`src/rtl/alu_share_arbiter.sv`:
```
// Shares one integer ALU between two valid/ready requesters: one operation in flight at a time.
// Define ALU_ARB_FIXED_PRIO_EN for fixed priority (requester 0 wins ties); default is round robin.
module alu_share_arbiter #(
  parameter int unsigned WIDTH  = 32,
  parameter int unsigned FUNC_W = 3
) (
  input  logic              clk,
  input  logic              rst,
  input  logic              req0_valid,
  output logic              req0_ready,
  input  logic [FUNC_W-1:0] req0_func,
  input  logic [WIDTH-1:0]  req0_a,
  input  logic [WIDTH-1:0]  req0_b,
  input  logic              req1_valid,
  output logic              req1_ready,
  input  logic [FUNC_W-1:0] req1_func,
  input  logic [WIDTH-1:0]  req1_a,
  input  logic [WIDTH-1:0]  req1_b,
  output logic [FUNC_W-1:0] alu_func,
  output logic [WIDTH-1:0]  alu_inp1,
  output logic [WIDTH-1:0]  alu_inp2,
  input  logic [WIDTH-1:0]  alu_out,
  output logic              rsp_valid,
  input  logic              rsp_ready,
  output logic              rsp_id,
  output logic [WIDTH-1:0]  rsp_data
);

  localparam logic [FUNC_W-1:0] FuncNop = FUNC_W'(3'b011);

  typedef enum logic [1:0] {StIdle, StExec, StResp} state_e;

  state_e state_q;
  logic   cur_id_q;
  logic   win1;
  logic   any_req;

`ifndef ALU_ARB_FIXED_PRIO_EN
  logic   last_grant_q;
`endif

  always_comb begin
    any_req = req0_valid | req1_valid;
`ifdef ALU_ARB_FIXED_PRIO_EN
    win1 = req1_valid & ~req0_valid;
`else
    // On a tie the requester that did not complete last goes first.
    win1 = req1_valid & (~req0_valid | ~last_grant_q);
`endif
    // Gated by rst so no grant is advertised while reset is being applied.
    req0_ready = rst & (state_q == StIdle) & req0_valid & ~win1;
    req1_ready = rst & (state_q == StIdle) & win1;
  end

  // The ALU drive registers double as the op registers: loaded on accept, cleared after EXEC.
  always_ff @(posedge clk) begin
    if (!rst) begin
      state_q      <= StIdle;
      cur_id_q     <= 1'b0;
      alu_func     <= FuncNop;
      alu_inp1     <= '0;
      alu_inp2     <= '0;
      rsp_valid    <= 1'b0;
      rsp_id       <= 1'b0;
      rsp_data     <= '0;
`ifndef ALU_ARB_FIXED_PRIO_EN
      last_grant_q <= 1'b1;
`endif
    end else begin
      unique case (state_q)
        StIdle: begin
          if (any_req) begin
            state_q  <= StExec;
            cur_id_q <= win1;
            alu_func <= win1 ? req1_func : req0_func;
            alu_inp1 <= win1 ? req1_a : req0_a;
            alu_inp2 <= win1 ? req1_b : req0_b;
          end
        end
        StExec: begin
          state_q   <= StResp;
          rsp_data  <= alu_out;
          rsp_id    <= cur_id_q;
          rsp_valid <= 1'b1;
          alu_func  <= FuncNop;
          alu_inp1  <= '0;
          alu_inp2  <= '0;
        end
        StResp: begin
          if (rsp_ready) begin
            state_q      <= StIdle;
            rsp_valid    <= 1'b0;
`ifndef ALU_ARB_FIXED_PRIO_EN
            last_grant_q <= cur_id_q;
`endif
          end
        end
        default: state_q <= StIdle;
      endcase
    end
  end

endmodule

```
`config.mk`:
```
export PLATFORM = sky130hd
export DESIGN_NAME = alu_share_arbiter
export DESIGN_NICKNAME = d
export VERILOG_FILES = /design/src/rtl/alu_share_arbiter.sv
export SDC_FILE = /design/constraint.sdc
export NUM_CORES = 1
export LEC_CHECK = 0
export BUFFER_PORTS_ARGS = -buffer_cell sky130_fd_sc_hd__buf_4
export CAP_MARGIN = 20
export CORE_AREA = 2 2 106 108
export CTS_CLUSTER_DIAMETER = 60
export DETAILED_ROUTE_END_ITERATION = 10
export DIE_AREA = 0 0 108 110
export GPL_TIMING_DRIVEN = 0
export MAX_ROUTING_LAYER = met4
export PLACE_DENSITY_LB_ADDON = 0.3
export SLEW_MARGIN = 5
export SYNTH_ARGS = -nofsm -noshare
export SYNTH_HDL_FRONTEND = slang
export SYNTH_SLANG_ARGS = --single-unit
```
`constraint.sdc`:
```
create_clock -name clk -period 3.4 [get_ports clk]
set_clock_uncertainty 0.15 [all_clocks]
set_input_delay 0.51 -clock clk [delete_from_list [all_inputs] [get_ports clk]]
set_output_delay 0.51 -clock clk [all_outputs]
set_load 0.05 [all_outputs]
```
==> flow_metrics.tcl <==
set metrics [dict create \
    n_antenna_cell 0 \
    maxSlewHeadroom 0.712 \
    ys_warn_count 0 \
    synth_top_family_by_area "multiplexers" \
    pwr_density_cell_nw_per_um2 484 \
    ios 274 \
    cts_buffer_depth 2 \
    worst_pin_slew_ps 432 \
    ys_top_cells_by_area "dfxtp_1, mux2i_1, nand2_1, o21ai_0, a21boi_0" \
    start_util 0.395 \
    r2r-end "alu_inp2[0]" \
    cts_setup_buffers 0 \
    drive_gt1_frac 0.423 \
    peakVddDrop_v 0.000270 \
    die_w_um 108 \
    cts_hold_repair.buffers 0 \
    syn_nets 634 \
    hp-class "input pin to register" \
    period_needed_ps 2370 \
    area_delta_synth_final_pct 58.4 \
    die-area_um2 11900 \
    tns_ps 0 \
    hold_viol 0 \
    firstDrtPassIters 4 \
    grt_antenna_before_repair 0 \
    synthDistinctLibCells 28 \
    ys_seq_elements 105 \
    grt_max_degree 17 \
    finalNetCount 918 \
    worstHoldEndpoint "rsp_data[30]" \
    crit_type "register to output pin" \
    ys_seq_area_frac 0.497 \
    synth_area_leader_cell "dfxtp_1" \
    p_leak_nw 3.09 \
    setup_viol 0 \
    grt_pass1_wl_um 19600 \
    first_global_vias 4131 \
    synth-xor-area-share 0 \
    rsz0062_at_grt "false" \
    layout_commonest_cell "buf_4" \
    vias_per_cell 4.68 \
    avgRoutedWirePerCell_um 14.4 \
    status "finished clean" \
    numCtsBuffers 9 \
    clock_sinks 105 \
    crit_path_end_kind "output pin" \
    synth_cells 463 \
    clkSlewWorstSetupHoldPaths_ps 100 \
    core_um2 10700 \
    cts.htree.levels 3 \
    root_buffer "clkbuf_8" \
    holdCritStartpoint "alu_out[30]" \
    crit_fanout 10 \
    route.detailed.drc 0 \
    final_cell_mix "buf_4, nand2_1, dfxtp_1" \
    insertion_delay_ps 350 \
    avgSynthCellArea_um2 9.13 \
    synthArstFlopShare 0 \
    crit-reg2reg-launch "state_q[1]" \
    grt_usage 0.215 \
    die_h_um 110 \
    synthSimpleGateAreaFrac 0.135 \
    wl_um 12800 \
    num_rows 38 \
    cp_data_required_time_ps 2740 \
    setup_slack_ps 1030 \
    synth_flop_cell "dfxtp_1" \
    fin_crit_sh 0.698 \
    post-dp-hpwl_um 10400 \
    synth.area.mux_share 0.166 \
    grt.overflow.total 0 \
    dp_slack_ps 1030 \
    drv_slew 0 \
    hold_depth 3 \
    finalWeightedCongestion 0.788 \
    synth_compound_area_frac 0.152 \
    start_kind "register" \
    r2r_slack_ps 1640 \
    crit_start "last_grant_q" \
    drt-initial-drc-count 211 \
    synth-edff-count 0 \
    max_freq_mhz 422 \
    r2r_cells 5 \
    ant_nets 0 \
    drv_cap 0 \
    portBuffers 273 \
    yosysTopAreaCellShare 0.497 \
    vias 4171 \
    synthAdderAreaFrac 0 \
    post_cts_resized 0 \
    cp_data_arrival_time_ps 1710 \
    netlist_area_um2 4230 \
    cts_tree "built" \
]
==> state kept, by name, indices dropped and copies added, names as in the netlist <==
signal and count:
cur_id_q 1, alu_inp1 32, alu_inp2 32, state_q 2
rsp_data 32, alu_func 3, last_grant_q 1, rsp_id 1
rsp_valid 1
==> power breakdown <==
| part | internal (W) | total [W] | switching, W |
|---|---|---|---|
| Sequential | 0.00133 | 0.00139 | 0.0000587 |
| Combinational | 0.000358 | 0.000933 | 0.000574 |
| Clock | 0.000506 | 0.000917 | 0.000411 |
| Total | 0.00219 | 0.00324 | 0.00104 |
==> stage by stage <==
stage               power [W]  hold slack, ps   util  instances  instance area [µm²]
floorplan             0.00197             303      -        463                 4230
global placement      0.00234             287  0.603        876                 6450
detailed placement    0.00236             294  0.603        876                 6450
CTS                   0.00327             234  0.626        892                 6690
global route          0.00338             246  0.626        892                 6690
finish                0.00324             257  0.626        892                 6690
==> per-layer routing <==
layer,up-vias,wire length [µm],GRT usage
met5,-,0,-
met4,0,212,0.0705
met2,158,6670,0.377
met1,1870,5200,0.252
li1,2124,-,-
met3,19,745,0.0364
==> cells by family after synthesis <==
group | Yosys count
AOI/OAI and AO/OA | 108
buffers and inverters | 36
DFF | 105
muxes | 70
and+or+nand+nor | 144
==> synth_stat cells, types with 2 or more instances <==
cell type	count
nand2_1	132
o21ai_1	18
o21ai_0	50
mux2_2	2
buf_8	2
nand3_1	3
mux2i_1	68
nor2b_1	2
o21a_1	3
a21boi_0	33
inv_1	2
dfxtp_1	105
clkbuf_1	9
buf_4	6
buf_2	15
==> how the worst max path moves through the flow <==
stage	end	slack [ps]	cells past startpoint
global placement	req1_ready	1040	7
floorplan	req0_ready	990	5
global route	req1_ready	910	6
CTS	req1_ready	980	6
finish	req1_ready	1030	6
detailed placement	req1_ready	1030	7
==> final cells by class <==
type / count / area [µm²]
plain buffers: 34 / 200
clock inverters: 6 / 105
flip-flops and latches: 105 / 2100
repair buffers: 273 / 2050
inverters: 2 / 7.51
clock buffers: 10 / 138
well taps: 140 / 175
fillers: 923 / 4010
multi-input cells: 322 / 1920
==> worst max-delay path: stages (launching register included) <==
cell and delay (ps):
dfxtp_1 330, a21boi_2 110, buf_4 180, buf_8 180
buf_6 180, and3_1 170, buf_4 200
Power figures use the tool's default switching activity.
